==> src/rtl/tjpu_layer_sequencer.sv <==
// tjpu_layer_sequencer
// Layer-level scheduler in front of the TJPU compute top. Pops one layer descriptor at a
// time, programs the switch routing and the Reg_4..Reg_9 parameter words, pulses a one-cycle
// start code to the conv 3x3 or reshape/concat engine, then waits for the layer's last output
// beat and the engine going idle before fetching the next descriptor. A watchdog covers the
// RUN/DRAIN wait and raises a sticky error toward the PS.
module tjpu_layer_sequencer #(
    parameter logic [3:0]  CTRL_START = 4'b0001,
    parameter int unsigned TIMEOUT_W  = 24,
    parameter int unsigned LAYER_W    = 8
) (
    input  logic               clk,
    input  logic               rst,
    input  logic               run,
    input  logic               desc_valid,
    output logic               desc_ready,
    input  logic [1:0]         desc_op,
    input  logic [191:0]       desc_regs,
    output logic [31:0]        Switch,
    output logic [31:0]        Reg_4,
    output logic [31:0]        Reg_5,
    output logic [31:0]        Reg_6,
    output logic [31:0]        Reg_7,
    output logic [31:0]        Reg_8,
    output logic [31:0]        Reg_9,
    output logic [3:0]         Control_3_3,
    output logic [7:0]         Control_RE,
    input  logic [3:0]         State_3_3,
    input  logic [7:0]         State_RE,
    input  logic               M_Last,
    output logic               busy,
    output logic [LAYER_W-1:0] layer_cnt,
    output logic               irq_done,
    output logic               irq_err
);

    typedef enum logic [2:0] {
        StIdle,
        StConfig,
        StStart,
        StRun,
        StDrain,
        StErr
    } state_e;

    typedef enum logic [1:0] {
        OpConv    = 2'd0,
        OpReshape = 2'd1,
        OpConcat  = 2'd2,
        OpEnd     = 2'd3
    } op_e;

    // Switch words: {24'b0, suppress[3:0], 2'b0, dest[1:0]}
    localparam logic [31:0] SwitchConv = {24'd0, 4'b1110, 2'b00, 2'd0};
    localparam logic [31:0] SwitchRe   = {24'd0, 4'b0111, 2'b00, 2'd3};

    state_e               state_q, state_d;
    op_e                  op_q, op_d;
    op_e                  desc_op_e;
    logic [TIMEOUT_W-1:0] wd_q, wd_d, wd_inc;
    logic [191:0]         regs_q, regs_d;
    logic [31:0]          switch_q, switch_d;
    logic [3:0]           ctrl33_q, ctrl33_d;
    logic [7:0]           ctrlre_q, ctrlre_d;
    logic [LAYER_W-1:0]   layer_cnt_q, layer_cnt_d;
    logic                 desc_ready_q, desc_ready_d;
    logic                 busy_q, busy_d;
    logic                 irq_done_q, irq_done_d;
    logic                 irq_err_q, irq_err_d;

    logic accept;
    logic accept_layer;
    logic accept_end;
    logic in_watch;
    logic timeout;
    logic engine_idle;
    logic layer_done;

    assign desc_op_e    = op_e'(desc_op);
    // desc_ready_q is only ever high in IDLE, so the state term is belt and braces.
    assign accept       = (state_q == StIdle) && desc_valid && desc_ready_q;
    assign accept_layer = accept && (desc_op_e != OpEnd);
    assign accept_end   = accept && (desc_op_e == OpEnd);

    assign in_watch = (state_q == StRun) || (state_q == StDrain);
    assign wd_inc   = wd_q + TIMEOUT_W'(1);
    // Timeout after 2^TIMEOUT_W-1 cycles spent in RUN/DRAIN; it outranks any progress.
    assign timeout  = in_watch && (wd_inc == '1);

    assign engine_idle = (op_q == OpConv) ? (State_3_3 == 4'd0) : (State_RE == 8'd0);
    assign layer_done  = (state_q == StDrain) && !timeout && engine_idle;

    // State register.
    always_ff @(posedge clk) begin
        if (rst) begin
            state_q <= StIdle;
        end else begin
            state_q <= state_d;
        end
    end

    // Next-state logic; M_Last is only looked at in RUN, so stray beats elsewhere are ignored.
    always_comb begin
        state_d = state_q;
        case (state_q)
            StIdle: begin
                if (accept_layer) begin
                    state_d = StConfig;
                end
            end
            StConfig: state_d = StStart;
            StStart:  state_d = StRun;
            StRun: begin
                if (timeout) begin
                    state_d = StErr;
                end else if (M_Last) begin
                    state_d = StDrain;
                end
            end
            StDrain: begin
                if (timeout) begin
                    state_d = StErr;
                end else if (engine_idle) begin
                    state_d = StIdle;
                end
            end
            StErr:   state_d = StErr;
            default: state_d = StIdle;
        endcase
    end

    // Output next values; every output is registered from these.
    always_comb begin
        op_d        = op_q;
        regs_d      = regs_q;
        switch_d    = switch_q;
        ctrl33_d    = '0;
        ctrlre_d    = '0;
        layer_cnt_d = layer_cnt_q;
        wd_d        = wd_q;

        // Parameter words and routing only move on a layer descriptor accept.
        if (accept_layer) begin
            op_d     = desc_op_e;
            regs_d   = desc_regs;
            switch_d = (desc_op_e == OpConv) ? SwitchConv : SwitchRe;
        end

        // Start code is registered from next state so it is visible exactly in START.
        if ((state_d == StStart) && !irq_err_q) begin
            unique case (op_q)
                OpConv:    ctrl33_d        = CTRL_START;
                OpReshape: ctrlre_d[3:0]   = CTRL_START;
                OpConcat:  ctrlre_d[7:4]   = CTRL_START;
                default:   ;
            endcase
        end

        if (accept_end) begin
            layer_cnt_d = '0;
        end else if (layer_done) begin
            layer_cnt_d = layer_cnt_q + LAYER_W'(1);
        end

        // START always hands over to RUN, so clearing here clears on RUN entry.
        if (state_q == StStart) begin
            wd_d = '0;
        end else if (in_watch) begin
            wd_d = wd_inc;
        end

        irq_done_d   = accept_end;
        irq_err_d    = irq_err_q || timeout;
        busy_d       = (state_d != StIdle);
        desc_ready_d = (state_d == StIdle) && run && !irq_err_d;
    end

    // Output and datapath registers.
    always_ff @(posedge clk) begin
        if (rst) begin
            op_q         <= OpConv;
            regs_q       <= '0;
            switch_q     <= '0;
            ctrl33_q     <= '0;
            ctrlre_q     <= '0;
            layer_cnt_q  <= '0;
            wd_q         <= '0;
            irq_done_q   <= 1'b0;
            irq_err_q    <= 1'b0;
            busy_q       <= 1'b0;
            desc_ready_q <= 1'b0;
        end else begin
            op_q         <= op_d;
            regs_q       <= regs_d;
            switch_q     <= switch_d;
            ctrl33_q     <= ctrl33_d;
            ctrlre_q     <= ctrlre_d;
            layer_cnt_q  <= layer_cnt_d;
            wd_q         <= wd_d;
            irq_done_q   <= irq_done_d;
            irq_err_q    <= irq_err_d;
            busy_q       <= busy_d;
            desc_ready_q <= desc_ready_d;
        end
    end

    assign desc_ready  = desc_ready_q;
    assign Switch      = switch_q;
    assign Reg_4       = regs_q[31:0];
    assign Reg_5       = regs_q[63:32];
    assign Reg_6       = regs_q[95:64];
    assign Reg_7       = regs_q[127:96];
    assign Reg_8       = regs_q[159:128];
    assign Reg_9       = regs_q[191:160];
    assign Control_3_3 = ctrl33_q;
    assign Control_RE  = ctrlre_q;
    assign busy        = busy_q;
    assign layer_cnt   = layer_cnt_q;
    assign irq_done    = irq_done_q;
    assign irq_err     = irq_err_q;

    // Structural invariants of the registered outputs.
    ready_only_in_idle: assert property (@(posedge clk) disable iff (rst)
        desc_ready_q |-> (state_q == StIdle));
    start_only_in_start: assert property (@(posedge clk) disable iff (rst)
        ((ctrl33_q != 4'd0) || (ctrlre_q != 8'd0)) |-> (state_q == StStart));
    one_engine_started: assert property (@(posedge clk) disable iff (rst)
        $onehot0({ctrl33_q != 4'd0, ctrlre_q[3:0] != 4'd0, ctrlre_q[7:4] != 4'd0}));

endmodule

==> config.mk <==
export PLATFORM = sky130hd
export DESIGN_NAME = tjpu_layer_sequencer
export DESIGN_NICKNAME = d
export VERILOG_FILES = /design/src/rtl/tjpu_layer_sequencer.sv
export SDC_FILE = /design/constraint.sdc
export NUM_CORES = 1
export LEC_CHECK = 0
export ABC_AREA = 1
export CORE_AREA = 3 3 176 178
export CTS_BUF_LIST = sky130_fd_sc_hd__clkbuf_2 sky130_fd_sc_hd__clkbuf_4 sky130_fd_sc_hd__clkbuf_8
export DETAILED_ROUTE_END_ITERATION = 8
export DIE_AREA = 0 0 179 181
export GPL_ROUTABILITY_DRIVEN = 0
export PLACE_DENSITY = 0.69
export RECOVER_POWER = 100
export REMOVE_ABC_BUFFERS = 1
export SLEW_MARGIN = 20
export SYNTH_ARGS = -nofsm -noshare
export SYNTH_HDL_FRONTEND = slang
export SYNTH_SLANG_ARGS = --single-unit
==> constraint.sdc <==
create_clock -name clk -period 2.35 [get_ports clk]
set_input_delay 0.47 -clock clk [delete_from_list [all_inputs] [get_ports clk]]
set_output_delay 0.47 -clock clk [all_outputs]
set_load 0.01 [all_outputs]
==> reports/qor.yml <==
placed_design:
  io_buffer_count: 423
  place_hpwl_um: 25100
  place_inst: 2104
  place_ws_ns: 0.108
yosys:
  synth.area.top_cells: "dfxtp_1, nor2_1, o21ai_0"
  yosysMostFrequentCell: "nor2_1"
  ys_seq_area_share_pct: 49.2
  synth_top_area_cell: "dfxtp_1"
  synth_ff_type: "dfxtp_1"
  synth_top_area_share_pct: 49.2
  syn-cell-area_sq_mm: 0.00973
  ys_ff_latch: 239
  synthTopCellsByCount: "nor2_1, dfxtp_1, o21ai_0"
  avgSynthCellArea_sq_um: 7.27
  ys_types: 33
  synth-edff-count: 0
  async_flop_share_pct: 0
  synthCells: 1339
  ys_warn_count: 0
timing:
  relSlewSlack_pct: 51.2
  slew_viol_final: 0
  setup_viol: 0
  clock_skew_ns: 0.0227
  setup_slack_ns: 0.157
  period_needed_ns: 2.19
  worst_slew_pin_slew_ns: 0.732
  max_freq_mhz: 456
  fin_crit_sh_pct: 93.3
  hold_viol_final: 0
worst_setup_path:
  cp-start-kind: "flop"
  path_max_fanout: 6
  arrival_ns: 2.65
  required_ns: 2.81
  worstRegToRegCells: 15
  critical_path_class: "flop to flop"
  end_kind: "flop"
clocking:
  clk_pin_slew_ns: 0.06
  ctsLongestPathBuffers: 3
  root_buffer: "clkbuf_8"
  clock_sinks: 239
  cts_tree: "yes"
  cts_max_level: 2
  clock_latency_ns: 0.56
  cts_buffers: 44
hold_path:
  hold_class: "flop to flop"
  whs_path_depth: 2
die:
  initial_core_util_pct: 32.9
  fp-row-count: 63
  dieArea_sq_mm: 0.0324
  io_pins: 459
  die_w_um: 179
  core_area_sq_mm: 0.0296
  die_y_um: 181
cells_and_area:
  final_layout_size_suffix_gt1_share_pct: 8.93
  register_area_sq_mm: 0.00479
  fill_cells: 2807
  utilization_pct: 51.9
  multiInputGateArea_sq_mm: 0.00431
  stdcell_count: 2185
  syn_to_final_growth_pct: 57.6
  nets: 1977
power:
  power_uw: 10000
  irDropWorstVdd_v: 0.000457
  p_leak_uw: 0.00657
  power_density_mw_per_mm2: 654
routing:
  dr.pass1.iters: 5
  drcViolationCount: 0
  drt-total-wl_um: 34200
  vias_per_cell: 4.57
  wl_per_cell_um: 15.7
  route.vias.total: 9993
  drtIter0Drc: 602
  ant_nets: 0
grt:
  grt_pass1_vias: 9684
  grt_overflow: 0
  grt_use_total_pct: 20.2
  grt_pass1_wl_um: 51900
  grt_max_degree: 105
  antenna_found_initial: 4
run:
  drv_cap: 0
outcome:
  status: "completed"
-- cell usage in the layout, fill, tap and decap left out, types with 2 or more instances in the layout --
cell and n:
dfxtp_1 235, xnor2_1 2, o211ai_1 14, buf_4 17, a21oi_1 19, xor2_1 3
nand2_1 127, o21ai_0 208, diode_2 4, o21ai_1 3, nor2_4 8, inv_6 2
inv_1 68, clkbuf_2 2, dfxtp_2 4, ha_1 2, a31oi_1 2, nand3_1 29
nor3_1 7, nor2_2 14, nand3_2 5, clkbuf_8 56, dlygate4sd3_1 213, buf_12 7
nand4_1 11, clkbuf_4 14, nand2_2 15, conb_1 35, nand2_4 3, nor2_1 437
clkdlybuf4s50_1 210
-- logic make-up (layout without fill, tap and decap cells) --
logic type,count (synthesis),in the layout,share of synthesized area (%)
flops,239,239,49.2
simple gates,661,661,28.1
xor+xnor,5,5,0.450
buf+inv,180,598,8.41
other cells,1,39,0.0385
fa+ha+maj,3,3,0.386
compound gates,250,250,13.5
-- through the flow --
step	hold slack [ns]	area, sq um	TNS [ns]
floorplan	0.442	9310	-1050.35
global placement	0.455	14400	0
detailed placement	0.472	14400	0
CTS	0.481	15300	0
global route	0.485	15300	-0.0201
finish	0.471	15300	0
-- final cells by class --
| class | instances | share of cell area, % |
|---|---|---|
| timing repair buffer | 452 | 29.6 |
| clock buffer | 69 | 5.66 |
| clock inverter | 5 | 0.408 |
| tap | 390 | 3.18 |
| sequential | 239 | 31.2 |
| antenna | 4 | 0.0653 |
| inverter | 72 | 1.81 |
| multi-input combinational | 954 | 28.1 |
-- critical path, stage by stage (launching register included) --
cell and delay [ns]:
dfxtp_2 0.35, buf_4 0.13, nand2_2 0.06, nor2_4 0.20, nand2_4 0.11, nor2_2 0.13, nand2_1 0.06, nand2_1 0.14
nand3_1 0.09, nor2_1 0.12, nand2_1 0.06, nor2_1 0.15, nand3_2 0.18, nand3_4 0.12, nand2_1 0.06, a21oi_1 0.15
-- layer usage --
| metal | share of wire [%] | vias to the layer above | GRT usage [%] |
|---|---|---|---|
| met1 | 38 | 4510 | 22.4 |
| li1 | - | 5055 | - |
| met2 | 49 | 356 | 34.8 |
| met3 | 10 | 72 | 8.22 |
| met4 | 3.3 | 0 | 6.95 |
| met5 | 0 | - | 0 |
-- power breakdown --
part	switching [uW]	internal (uW)	leakage (uW)	total, uW
registers	106	4270	0.00194	4380
logic	684	783	0.00414	1470
clock network	1740	2450	0.000491	4190
total	2530	7500	0.00657	10000
-- state kept, by name, indices dropped and copies added (netlist names) --
signal,count
Control_3_3,1
Control_RE,2
Switch,3
busy,1
desc_ready,1
irq_done,1
irq_err,1
layer_cnt,8
op_q,2
regs_q,192
state_q,3
wd_q,24
-- what timing repair did --
action	CTS	global route
setup buffers	0	3
hold buffers	0	0
resized for setup	0	18
endpoints found under the setup margin	0	11
-- worst paths after layout --
kind	start	to	slack, ns
worst min register to register	regs_q[127]	regs_q[127]	0.47
worst max register to register	wd_q[1]	layer_cnt[4]	0.16
worst min-delay path	regs_q[127]	regs_q[127]	0.47
worst max-delay path	wd_q[1]	layer_cnt[4]	0.16
Note: power is estimated with default switching activity, not from simulation.
